**config.mk**
```make
export PLATFORM = sky130hd
export DESIGN_NAME = uart_rx_flat
export DESIGN_NICKNAME = d
export VERILOG_FILES = /design/src/rtl/uart_rx_if.sv /design/src/rtl/uart_rx.sv /design/src/flat_wrapper.sv
export SDC_FILE = /design/constraint.sdc
export NUM_CORES = 1
export LEC_CHECK = 0
export ABC_AREA = 1
export CAP_MARGIN = 10
export CORE_UTILIZATION = 45
export DETAILED_ROUTE_END_ITERATION = 6
export PLACE_DENSITY = 0.74
export SETUP_SLACK_MARGIN = 0.1
export SYNTH_ARGS = -nofsm -noshare
export SYNTH_HDL_FRONTEND = slang
export SYNTH_SLANG_ARGS = --single-unit
```
**constraint.sdc**
```tcl
create_clock -name clk -period 2.4 [get_ports clk]
set_clock_uncertainty 0.1 [all_clocks]
set_input_delay 0.36 -clock clk [delete_from_list [all_inputs] [get_ports clk]]
set_output_delay 0.36 -clock clk [all_outputs]
set_load 0.005 [all_outputs]
```
**src/rtl/uart_rx_if.sv**
```systemverilog
// Receiver-side signal bundle for uart_rx: oversample tick and serial line in,
// received word and status out.
interface uart_rx_if #(
    parameter int DBIT = 8
);
    logic            s_tick;
    logic            rx;
    logic [DBIT-1:0] rx_dout;
    logic            rx_done_tick;
    logic            framing_err;
    logic            busy;

    modport master (
        output s_tick, rx,
        input  rx_dout, rx_done_tick, framing_err, busy
    );

    modport slave (
        input  s_tick, rx,
        output rx_dout, rx_done_tick, framing_err, busy
    );
endinterface

```
**src/rtl/uart_rx.sv**
```systemverilog
// UART receiver driven by a 16x oversample tick: start-bit qualification,
// mid-bit data sampling, stop-bit check, one-clk done strobe with framing error.
module uart_rx #(
    parameter int DBIT    = 8,
    parameter int SB_TICK = 16
) (
    input  logic        clk,
    input  logic        reset_n,
    uart_rx_if.slave    bus
);
    localparam int              NW     = (DBIT > 1) ? $clog2(DBIT) : 1;
    localparam logic [4:0]      SB_LAST = 5'(SB_TICK - 1);
    localparam logic [NW-1:0]   N_LAST  = NW'(DBIT - 1);

    typedef enum logic [1:0] {IDLE, START, DATA, STOP} state_t;

    state_t             r_state;
    logic [4:0]         r_s_cnt;
    logic [NW-1:0]      r_n_cnt;
    logic [DBIT-1:0]    r_b;
    logic               r_sync1;
    logic               r_sync2;
    logic [DBIT-1:0]    r_dout;
    logic               r_done;
    logic               r_ferr;
    logic               r_busy;
    logic               r_armed;
    logic               w_rx_s;

    assign w_rx_s           = r_sync2;
    assign bus.rx_dout      = r_dout;
    assign bus.rx_done_tick = r_done;
    assign bus.framing_err  = r_ferr;
    assign bus.busy         = r_busy;

    always_ff @(posedge clk or negedge reset_n) begin
        if (!reset_n) begin
            r_state <= IDLE;
            r_s_cnt <= '0;
            r_n_cnt <= '0;
            r_b     <= '0;
            r_sync1 <= 1'b1;
            r_sync2 <= 1'b1;
            r_dout  <= '0;
            r_done  <= 1'b0;
            r_ferr  <= 1'b0;
            r_busy  <= 1'b0;
            r_armed <= 1'b1;
        end else begin
            r_sync1 <= bus.rx;
            r_sync2 <= r_sync1;
            r_done  <= 1'b0;
            // A break disarms the receiver until the line has been seen high again
            if (w_rx_s)
                r_armed <= 1'b1;

            case (r_state)
                IDLE: begin
                    if (!w_rx_s) begin
                        r_state <= START;
                        r_s_cnt <= '0;
                        r_busy  <= 1'b1;
                    end
                end
                START: begin
                    if (bus.s_tick) begin
                        if (r_s_cnt == 5'd7) begin
                            if (!w_rx_s && r_armed) begin
                                r_state <= DATA;
                                r_s_cnt <= '0;
                                r_n_cnt <= '0;
                            end else begin
                                r_state <= IDLE;
                                r_busy  <= 1'b0;
                            end
                        end else begin
                            r_s_cnt <= r_s_cnt + 5'd1;
                        end
                    end
                end
                DATA: begin
                    if (bus.s_tick) begin
                        if (r_s_cnt == 5'd15) begin
                            r_s_cnt <= '0;
                            r_b     <= {w_rx_s, r_b[DBIT-1:1]};
                            if (r_n_cnt == N_LAST)
                                r_state <= STOP;
                            else
                                r_n_cnt <= r_n_cnt + NW'(1);
                        end else begin
                            r_s_cnt <= r_s_cnt + 5'd1;
                        end
                    end
                end
                STOP: begin
                    if (bus.s_tick) begin
                        if (r_s_cnt == SB_LAST) begin
                            r_state <= IDLE;
                            r_busy  <= 1'b0;
                            r_dout  <= r_b;
                            r_ferr  <= ~w_rx_s;
                            r_done  <= 1'b1;
                            if (!w_rx_s && (r_b == '0))
                                r_armed <= 1'b0;
                        end else begin
                            r_s_cnt <= r_s_cnt + 5'd1;
                        end
                    end
                end
                default: begin
                    r_state <= IDLE;
                    r_busy  <= 1'b0;
                end
            endcase
        end
    end
endmodule
```
**src/flat_wrapper.sv**
```systemverilog
// flat-port wrapper written by rule: the top's interface ports become plain ports
module uart_rx_flat 
#(
    parameter int DBIT    = 8,
    parameter int SB_TICK = 16
)
  (clk, reset_n, bus_s_tick, bus_rx, bus_rx_dout, bus_rx_done_tick, bus_framing_err, bus_busy);
  uart_rx_if #(.DBIT(DBIT)) bus_i ();
  input  logic clk;
  input  logic reset_n;
  input wire logic [$bits(bus_i.s_tick)-1:0] bus_s_tick;
  input wire logic [$bits(bus_i.rx)-1:0] bus_rx;
  output wire logic [$bits(bus_i.rx_dout)-1:0] bus_rx_dout;
  output wire logic [$bits(bus_i.rx_done_tick)-1:0] bus_rx_done_tick;
  output wire logic [$bits(bus_i.framing_err)-1:0] bus_framing_err;
  output wire logic [$bits(bus_i.busy)-1:0] bus_busy;
  assign bus_i.s_tick = bus_s_tick;
  assign bus_i.rx = bus_rx;
  assign bus_rx_dout = bus_i.rx_dout;
  assign bus_rx_done_tick = bus_i.rx_done_tick;
  assign bus_framing_err = bus_i.framing_err;
  assign bus_busy = bus_i.busy;
  uart_rx #(.DBIT(DBIT), .SB_TICK(SB_TICK)) u_core (.clk(clk), .reset_n(reset_n), .bus(bus_i));
endmodule
```
==> impl_metrics.tcl <==
set metrics [dict create \
    port_buffers 14 \
    power_density_nw_per_um2 855 \
    setup_viol 0 \
    cp_top_family "adder cells" \
    hold_violations 0 \
    die_x_um 63.6 \
    rsz0062_at_grt "false" \
    ios 15 \
    status "finished, final reports clean" \
    critPathSlowestCell "dfrtp_1" \
    synthArstFlopShare_pct 100 \
    worst_hold_path.endpoint "u_core.r_sync2$_DFF_PN1_" \
    cpPeakStageDelay_ps 390 \
    regToRegEndpoint "u_core.r_n_cnt[2]$_DFFE_PN0P_" \
    crit_fanout 6 \
    required_ps 2470 \
    wl_met3_um 89 \
    synth.distinct_cells 26 \
    antenna_found_initial 0 \
    gp_congestion 0.905 \
    slew_viol_final 0 \
    final_nets 232 \
    cts.sinks 32 \
    clkLatencyLatePin_ps 280 \
    root_buffer "clkbuf_8" \
    tritoncts "done" \
    n_antenna_cell 0 \
    vdd_ir_drop_max_mv 0.552 \
    areaGrowthSynthToFinish_pct 17.3 \
    final_core_util_pct 54.6 \
    grt_pass1_vias 1165 \
    crit_type "reg2reg" \
    placementRows 22 \
    p_total_mw 1.71 \
    leakagePower_nw 1.02 \
    hold_start "u_core.r_sync1$_DFF_PN1_" \
    clk_pin_slew_ps 70 \
    drive_gt1_share_pct 17.4 \
    cap_violations 0 \
    cts_buffer_depth 2 \
    startpoint_type "register" \
    synthesis.nets 213 \
    wl_met1_mm 1.48 \
    grt_use_total_pct 16.5 \
    worstRegToRegCells 9 \
    synth_area_um2 1710 \
    relSlewSlack_pct 70.6 \
    post_cts_resized 0 \
    h-tree-depth 2 \
    max_freq_ghz 0.527 \
    vias 1301 \
    fin_tns_setup_ps 0 \
    ys_seq_area_share_pct 47.2 \
    synth_edf_count 0 \
    min_period_over_period_pct 79.0 \
    crit_path_cell_trace "ha_1 > nand2_1 > nor2_1 > ha_1 > inv_1 > o21ai_2 > nand2_2 > nand2_1 > nand2_1" \
    dieArea_um2 4040 \
    arrival_ps 1970 \
    grt_max_degree 33 \
    r2r_slack_ps 500 \
    drt-total-wl_mm 2.96 \
    tightestPinTransition_ps 441 \
    drt-wirelength-per-cell_um 10.9 \
    ys_ff_latch 32 \
    first_pass_iters 4 \
    critical_path.endpoint_type "register" \
    gr-total-overflow 0 \
    core_um2 3660 \
    ctsHoldBuffers 0 \
    yosysWarnings 0 \
    top_layer "met4" \
    critical_path_buf_inv_count 1 \
    die-height_um 63.6 \
    grt_first_pass_wirelength_mm 5.11 \
    post-cts-setup-buffers 0 \
    detail-route-antenna-nets 0 \
    hpwl_mm 2.16 \
    min_path_cells 0 \
    avgSynthCellArea_um2 8.36 \
    critPathMostFrequentCell "nand2_1" \
    numCtsBuffers 5 \
    viasPerCell 4.78 \
    start_util_pct 46.6 \
    synthFlopType "dfrtp_1" \
    drc 0 \
    fin_crit_ps 1900 \
    dr_wl_met2_mm 1.34 \
    r2r_start "u_core.r_s_cnt[0]$_DFFE_PN0P_" \
    min_path_type "reg2reg" \
    drt_iter0_drc 42 \
    syn_inst 204 \
]
==> state kept, by name, summed over array words and instances, names as in the netlist, 3 cells and up, named ones only <==
register / flops
u_core.r_b: 8
u_core.r_s_cnt: 5
u_core.r_n_cnt: 3
u_core.bus.rx_dout: 8
==> cells by family after synthesis <==
logic type | count (synthesis) | share of synthesized area, %
adders and majority gates | 5 | 3.67
AOI/OAI and AO/OA | 23 | 8.88
buffers and inverters | 28 | 7.19
and+or+nand+nor | 116 | 33.1
DFF | 32 | 47.2
==> power by group <==
part / switching [mW] / internal, mW / total [mW]
sequential: 0.0865 / 0.598 / 0.684
combinational: 0.330 / 0.187 / 0.518
clock: 0.201 / 0.307 / 0.508
total: 0.618 / 1.09 / 1.71
==> metal layers <==
layer	GRT usage, %	up-vias
met2	25.0	24
met5	0	-
met3	3.80	4
met4	7.67	0
li1	-	678
met1	22.1	595
==> cells in the mapped netlist (2+ instances only) <==
| library cell | n | share of area, % |
|---|---|---|
| nand2_1 | 70 | 15 |
| dfrtp_1 | 29 | 43 |
| inv_1 | 19 | 4.2 |
| nor2_1 | 16 | 3.5 |
| nand3_1 | 11 | 3.2 |
| o21ai_1 | 9 | 2.6 |
| o21ai_2 | 9 | 4.6 |
| ha_1 | 5 | 3.7 |
| nand3_2 | 4 | 2.3 |
| dfstp_2 | 3 | 4.6 |
| inv_2 | 3 | 0.66 |
| nor2_4 | 3 | 2.0 |
| a21oi_1 | 2 | 0.59 |
| inv_4 | 2 | 0.73 |
| nand2_2 | 2 | 0.73 |
| nand2_4 | 2 | 1.3 |
| nand3b_1 | 2 | 0.88 |
| nand4_1 | 2 | 0.73 |
| nor2_8 | 2 | 2.3 |
| nor3_1 | 2 | 0.59 |
| o21ai_0 | 2 | 0.59 |
==> worst max path at each step <==
stage                     cells past startpoint                                end                           from  slack, ps
final                                         9      u_core.r_n_cnt[2]$_DFFE_PN0P_  u_core.r_s_cnt[0]$_DFFE_PN0P_        500
after CTS                                     9      u_core.r_n_cnt[2]$_DFFE_PN0P_  u_core.r_s_cnt[0]$_DFFE_PN0P_        480
after global routing                          7          u_core.r_b[0]$_DFFE_PN0P_  u_core.r_s_cnt[0]$_DFFE_PN0P_        350
after global placement                        8      u_core.r_s_cnt[4]$_DFFE_PN0P_                     bus_s_tick        410
after floorplan                              10  u_core.bus.rx_dout[6]$_DFFE_PN0P_  u_core.r_s_cnt[0]$_DFFE_PN0P_        680
after detailed placement                      8      u_core.r_s_cnt[2]$_DFFE_PN0P_                     bus_s_tick        450
==> layout make-up <==
type | instances | area (um2)
clock buffer | 5 | 68.8
clock inverter | 3 | 42.5
inverter | 25 | 98.8
fill | 348 | 1660
tap | 48 | 60.1
multi-input combinational | 144 | 778
sequential | 32 | 805
timing repair buffer | 15 | 148
==> through the flow <==
step	setup WS (ps)	hold WS [ps]	cell area, um2	instances
after floorplan	675	-35.6	1710	204
final	504	257	2000	272
after detailed placement	446	249	1890	264
after CTS	480	260	2000	272
after global placement	412	245	1890	264
after global routing	351	263	2000	272
==> placed cells by master (no fill, tap or decap) <==
master,n
nand3_1,11
inv_1,19
clkbuf_8,5
clkinvlp_4,1
bufinv_16,1
buf_4,1
inv_2,3
nand3b_1,2
nand2_1,70
dfstp_2,3
o21ai_1,9
clkdlybuf4s50_1,14
o211ai_1,1
nand2_2,2
nand3_2,4
inv_4,2
nor2_8,2
nor3_1,2
o21ai_2,9
a21oi_1,2
nor2_1,16
o21ai_0,2
nand2_4,2
clkinv_1,1
ha_1,5
dfrtp_1,29
nor2_4,3
nand4_1,2
clkinv_2,1
(Power assumes the default switching activity.)
